## src/rtl/sign_extend.sv

```systemverilog
// Widens an N-bit immediate to the 16-bit datapath word: sign, zero and x2 branch-offset forms, plus a registered select.
// Latency: combinational outputs 0 cycles; out_q/out_valid 1 cycle after a load edge.
// Backpressure: none; load is a plain capture enable and sel=11 holds like load=0.
module sign_extend #(
    parameter int N = 8
) (
    input  logic         clk,
    input  logic         rst,
    input  logic [N-1:0] in,
    input  logic [1:0]   sel,
    input  logic         load,
    output logic [15:0]  out,
    output logic [15:0]  out_zext,
    output logic [15:0]  out_sh1,
    output logic [15:0]  out_q,
    output logic         out_valid
);

    localparam logic [1:0] SEL_SEXT = 2'b00;
    localparam logic [1:0] SEL_ZEXT = 2'b01;
    localparam logic [1:0] SEL_SH1  = 2'b10;

    generate
        if (N < 1 || N > 16) begin : g_bad_width
            $error("sign_extend: N must be in 1..16");
        end
    endgenerate

    // A zero-width replication is not legal, so full width is its own case.
    generate
        if (N == 16) begin : g_full
            assign out      = in;
            assign out_zext = in;
        end else begin : g_widen
            assign out      = {{(16-N){in[N-1]}}, in};
            assign out_zext = {{(16-N){1'b0}}, in};
        end
    endgenerate

    assign out_sh1 = {out[14:0], 1'b0};

    logic [15:0] out_q_d;
    logic        valid_q;
    logic        valid_d;

    always_comb begin
        out_q_d = out_q;
        valid_d = valid_q;
        if (load) begin
            case (sel)
                SEL_SEXT: begin out_q_d = out;      valid_d = 1'b1; end
                SEL_ZEXT: begin out_q_d = out_zext; valid_d = 1'b1; end
                SEL_SH1:  begin out_q_d = out_sh1;  valid_d = 1'b1; end
                default:  ;
            endcase
        end
    end

    always_ff @(posedge clk or negedge rst) begin
        if (!rst) begin
            out_q   <= 16'h0000;
            valid_q <= 1'b0;
        end else begin
            out_q   <= out_q_d;
            valid_q <= valid_d;
        end
    end

    assign out_valid = valid_q;

endmodule

```

## config.mk

```make
export PLATFORM = sky130hd
export DESIGN_NAME = sign_extend
export DESIGN_NICKNAME = d
export VERILOG_FILES = /design/src/rtl/sign_extend.sv
export SDC_FILE = /design/constraint.sdc
export NUM_CORES = 1
export LEC_CHECK = 0
export CORE_MARGIN = 4
export CORE_UTILIZATION = 29
export CTS_CLUSTER_DIAMETER = 80
export DETAILED_ROUTE_END_ITERATION = 10
export PLACE_DENSITY_LB_ADDON = 0.15
export REMOVE_ABC_BUFFERS = 1
export SKIP_CTS_REPAIR_TIMING = 1
export SYNTH_ARGS = -nofsm -noshare
export SYNTH_HDL_FRONTEND = slang
export SYNTH_SLANG_ARGS = --single-unit
export TNS_END_PERCENT = 20
```

## constraint.sdc

```tcl
create_clock -name clk -period 0.8 [get_ports clk]
set_input_delay 0.16 -clock clk [delete_from_list [all_inputs] [get_ports clk]]
set_output_delay 0.16 -clock clk [all_outputs]
set_load 0.03 [all_outputs]
```

==> Word level (Yosys, flattened, before mapping) <==
Cells that the tools add are included.
{ "classes": {"n_eq_ne": 2, "n_mux": 1, "reduce_logical": 5} }
{ "op_table": {"columns": ["cell", "count"], "rows": [
  ["16-bit case mux with 3 select lines", 1],
  ["2-bit AND reduction", 2],
  ["3-bit nonzero test", 1],
  ["3-bit OR reduction", 1],
  ["2-bit by 1-bit equality test with 1-bit output (second input constant)", 1],
  ["2-bit equality test (second input constant)", 1],
  ["2-bit zero test", 1]
]} }
{ "word_totals": {"register_bits": 17, "in_bits": 13, "output_inout_bits": 65} }

==> Depth between registers and ports, before layout <==
{ "depth": {"ltp_word": 3, "mapped_depth": 6, "depth_no_buf": 5} }

==> Worst setup path after synthesis <==
Ideal clock, no wire load.
{ "synth_path": {"path_kind": "input to register", "from": "input sel[0]", "to": "register out_q[7]", "setup_time_ns": 0.123, "arrival_time_ns": 1.064, "required_time_ns": 0.677, "path_slack_ns": -0.387, "cell_stages": 6, "path_buffers": 1, "path_cell_list": "inv_1 > ha_1 > or2_1 > buf_6 > a22oi_1 > o21ai_1"} }
{ "synth_via": {"elab_chain_cells": 3} }
{ "synth_rtl": {"columns": ["item", "line_no", "source"], "rows": [
  ["from (decl)", "10", "input logic [1:0] sel,"],
  ["2-bit equality test, or another cell as far along", "50", "case (sel)"],
  ["3-bit nonzero test (no line)", null, null],
  ["2-bit AND reduction (no line)", null, null],
  ["to (signal assigned)", "64", "out_q <= out_q_d;"],
  ["to (decl)", "15", "output logic [15:0] out_q,"]
]} }
Several ways; a longest one is shown, not always the timed one.
A chain may end at the register's enable or synchronous reset.

==> out/results.ini <==
[setup_path]
path_cells=buf_4
cp_max_fo=9
worstSetupStartpointType=register
max_stage_delay_ps=460
worst_setup_path_end_kind=output port
critPathKind=register to output port
worstPathArrival_ps=910
cp.buffers_inverters=1
cp_slowest_cell=dfrtp_2
path_delay_family=flip-flops
cp.required_ps=640

[floorplanning]
die_h_um=63.93
initial_core_util_pct=29.96
core-area_um2=3028
dieArea_um2=4087
num_io_pins=78
rows=20
die_x_um=63.93

[cells_and_area]
final_util_pct=45.70
fillCellCount=295
drive_gt1_share_pct=63.64
n_antenna_cell=0
synthToLayoutAreaGrowth_pct=52.55
nNetsFinal=150

[placed_design]
hpwlAfterDp_mm=1.576
dp_slack_ps=-964.3
io_buffers=68
gp_congestion=0.7181

[yosys]
yosys_warnings=0
synthesis.area_um2=907.1
ys_types=14
yosysSeqAreaShare_pct=27.59
syn_area_per_cell_um2=8.558
synthCells=106
synth-seq-cells=10

[route]
wl_mm=2.174
avgViaCountPerCell=4.023
avgRoutedWirePerCell_um=12.35
drt_iter0_drc=9
ant_nets=0
vias=708
drc=0
first_pass_iters=4

[timing]
final_hold_viol_count=0
layout_min_cycle_time_ps=1068
grt_setup_unrepaired=true
drv_slew=0
fmax_ghz=0.9367
skew_ps=0
period_share_pct=133.5
final.setup.worst_slack_ps=-267.6
setup_viol=24

[pwr]
power_density_nw_per_um2=1589
ir_drop_mv=0.5493
p_leak_uw=0.0007321

[clock_tree]
cts_htree_levels=1
ctsRootBufferMaster=clkbuf_4
cts_buffers=3
clkSinkCount=10
clk_latency_ps=260
clkTransAtPathRegs_ps=60
cts_tree=yes
clk_path_buf_depth=2

[outcome]
violations=negative setup slack
status=complete, but fails checks

[global_route]
grt_max_degree=21
grt_pass1_wl_mm=2.711
antenna_found_initial=0
grt_pass1_vias=595
grt_overflow=0
track_usage_pct=8.395

[job]
drv_cap=0

[worst_hold_path]
holdCritPathClass=input pin to asynchronous set/reset pin

[cell usage in the layout (no fill, tap or decap)]
| master | count |
|---|---|
| buf_12 | 3 |
| dfrtp_1 | 9 |
| nand2_1 | 9 |
| o21ai_2 | 1 |
| buf_4 | 40 |
| clkdlybuf4s50_1 | 1 |
| o21ai_1 | 8 |
| inv_1 | 1 |
| dfrtp_2 | 1 |
| buf_2 | 1 |
| o21ai_0 | 1 |
| or2_4 | 1 |
| dlymetal6s2s_1 | 8 |
| inv_2 | 1 |
| and2b_4 | 1 |
| clkbuf_4 | 3 |
| clkbuf_16 | 1 |
| a22oi_2 | 7 |
| ha_4 | 2 |
| nand2b_1 | 1 |
| ha_1 | 1 |
| nand2_2 | 1 |
| nand2b_4 | 3 |
| conb_1 | 9 |
| buf_6 | 18 |
[stage by stage]
stage / power (uW) / area (um^2) / hold WS (ps) / cells / TNS [ps]
5_1_grt: 2306 / 1384 / 229.1 / 176 / -5172
4_1_cts: 2087 / 1194 / 225.0 / 174 / -22200
3_5_place_dp: 1751 / 1171 / 458.0 / 171 / -20840
6_report: 2199 / 1384 / 222.1 / 176 / -4247
3_3_place_gp: 1746 / 1171 / 452.6 / 171 / -20310
2_1_floorplan: 1000 / 495.5 / -135.6 / 55 / -12900
[cell families (layout without fill, tap and decap cells)]
kind of cell               Yosys count  after routing  synth area share, %
buffers and inverters               61             77                49.52
AOI/OAI and AO/OA                   17             17                11.31
and+or+nand+nor                     14             16                7.035
DFF                                 10             10                27.59
adders and majority gates            3              3                4.138
other                                1              9               0.4134
[sequential cells by signal, indices dropped and copies added, names as in the netlist]
| register | flops |
|---|---|
| out_q | 9 |
| out_valid | 1 |
[synthesized netlist by cell type, drive strengths merged]
cell	count	area (um^2)
conb	1	3.750
dfrtp	10	250.2
nand2b	2	12.51
buf	59	441.7
and2b	1	7.510
ha	3	37.54
nand2	10	37.54
a22oi	7	52.55
o21ai	10	50.04
inv	2	7.510
or2	1	6.260
[per-layer routing]
layer | routed length (um) | track usage, % | vias to the layer above
li1 | - | - | 329
met1 | 772 | 9.150 | 337
met2 | 1182 | 14.71 | 40
met3 | 197 | 2.988 | 2
met4 | 23 | 3.235 | 0
met5 | 0 | 0 | -
[power breakdown]
part           internal [uW]  switching, uW
logic                    494            744
clock network            173            162
registers                569           56.5
[worst paths after layout]
kind                                        from                     to  slack [ps]  cells after the start
max                        out_q[14]$_DFFE_PN0P_              out_q[15]        -270                      1
min                                          rst   out_q[4]$_DFFE_PN0P_         220                      2
max reg2reg                out_q[14]$_DFFE_PN0P_  out_q[14]$_DFFE_PN0P_         100                      2
min reg2reg                out_valid$_DFFE_PN0P_  out_valid$_DFFE_PN0P_         480                      1
max in group asynchronous                    rst  out_q[14]$_DFFE_PN0P_         460                      2
min in group clk                           in[0]   out_q[0]$_DFFE_PN0P_         250                      3
[area by class of cell]
cell class / count / area (um^2) / area share [%]
timing repair buffer: 72 / 703.2 / 50.81
multi-input combinational: 45 / 344.1 / 24.86
sequential: 10 / 251.5 / 18.17
tap: 44 / 55.05 / 3.978
clock buffer: 3 / 22.52 / 1.627
inverter: 2 / 7.507 / 0.5425
No activity file was read; power rests on OpenSTA's default activity.
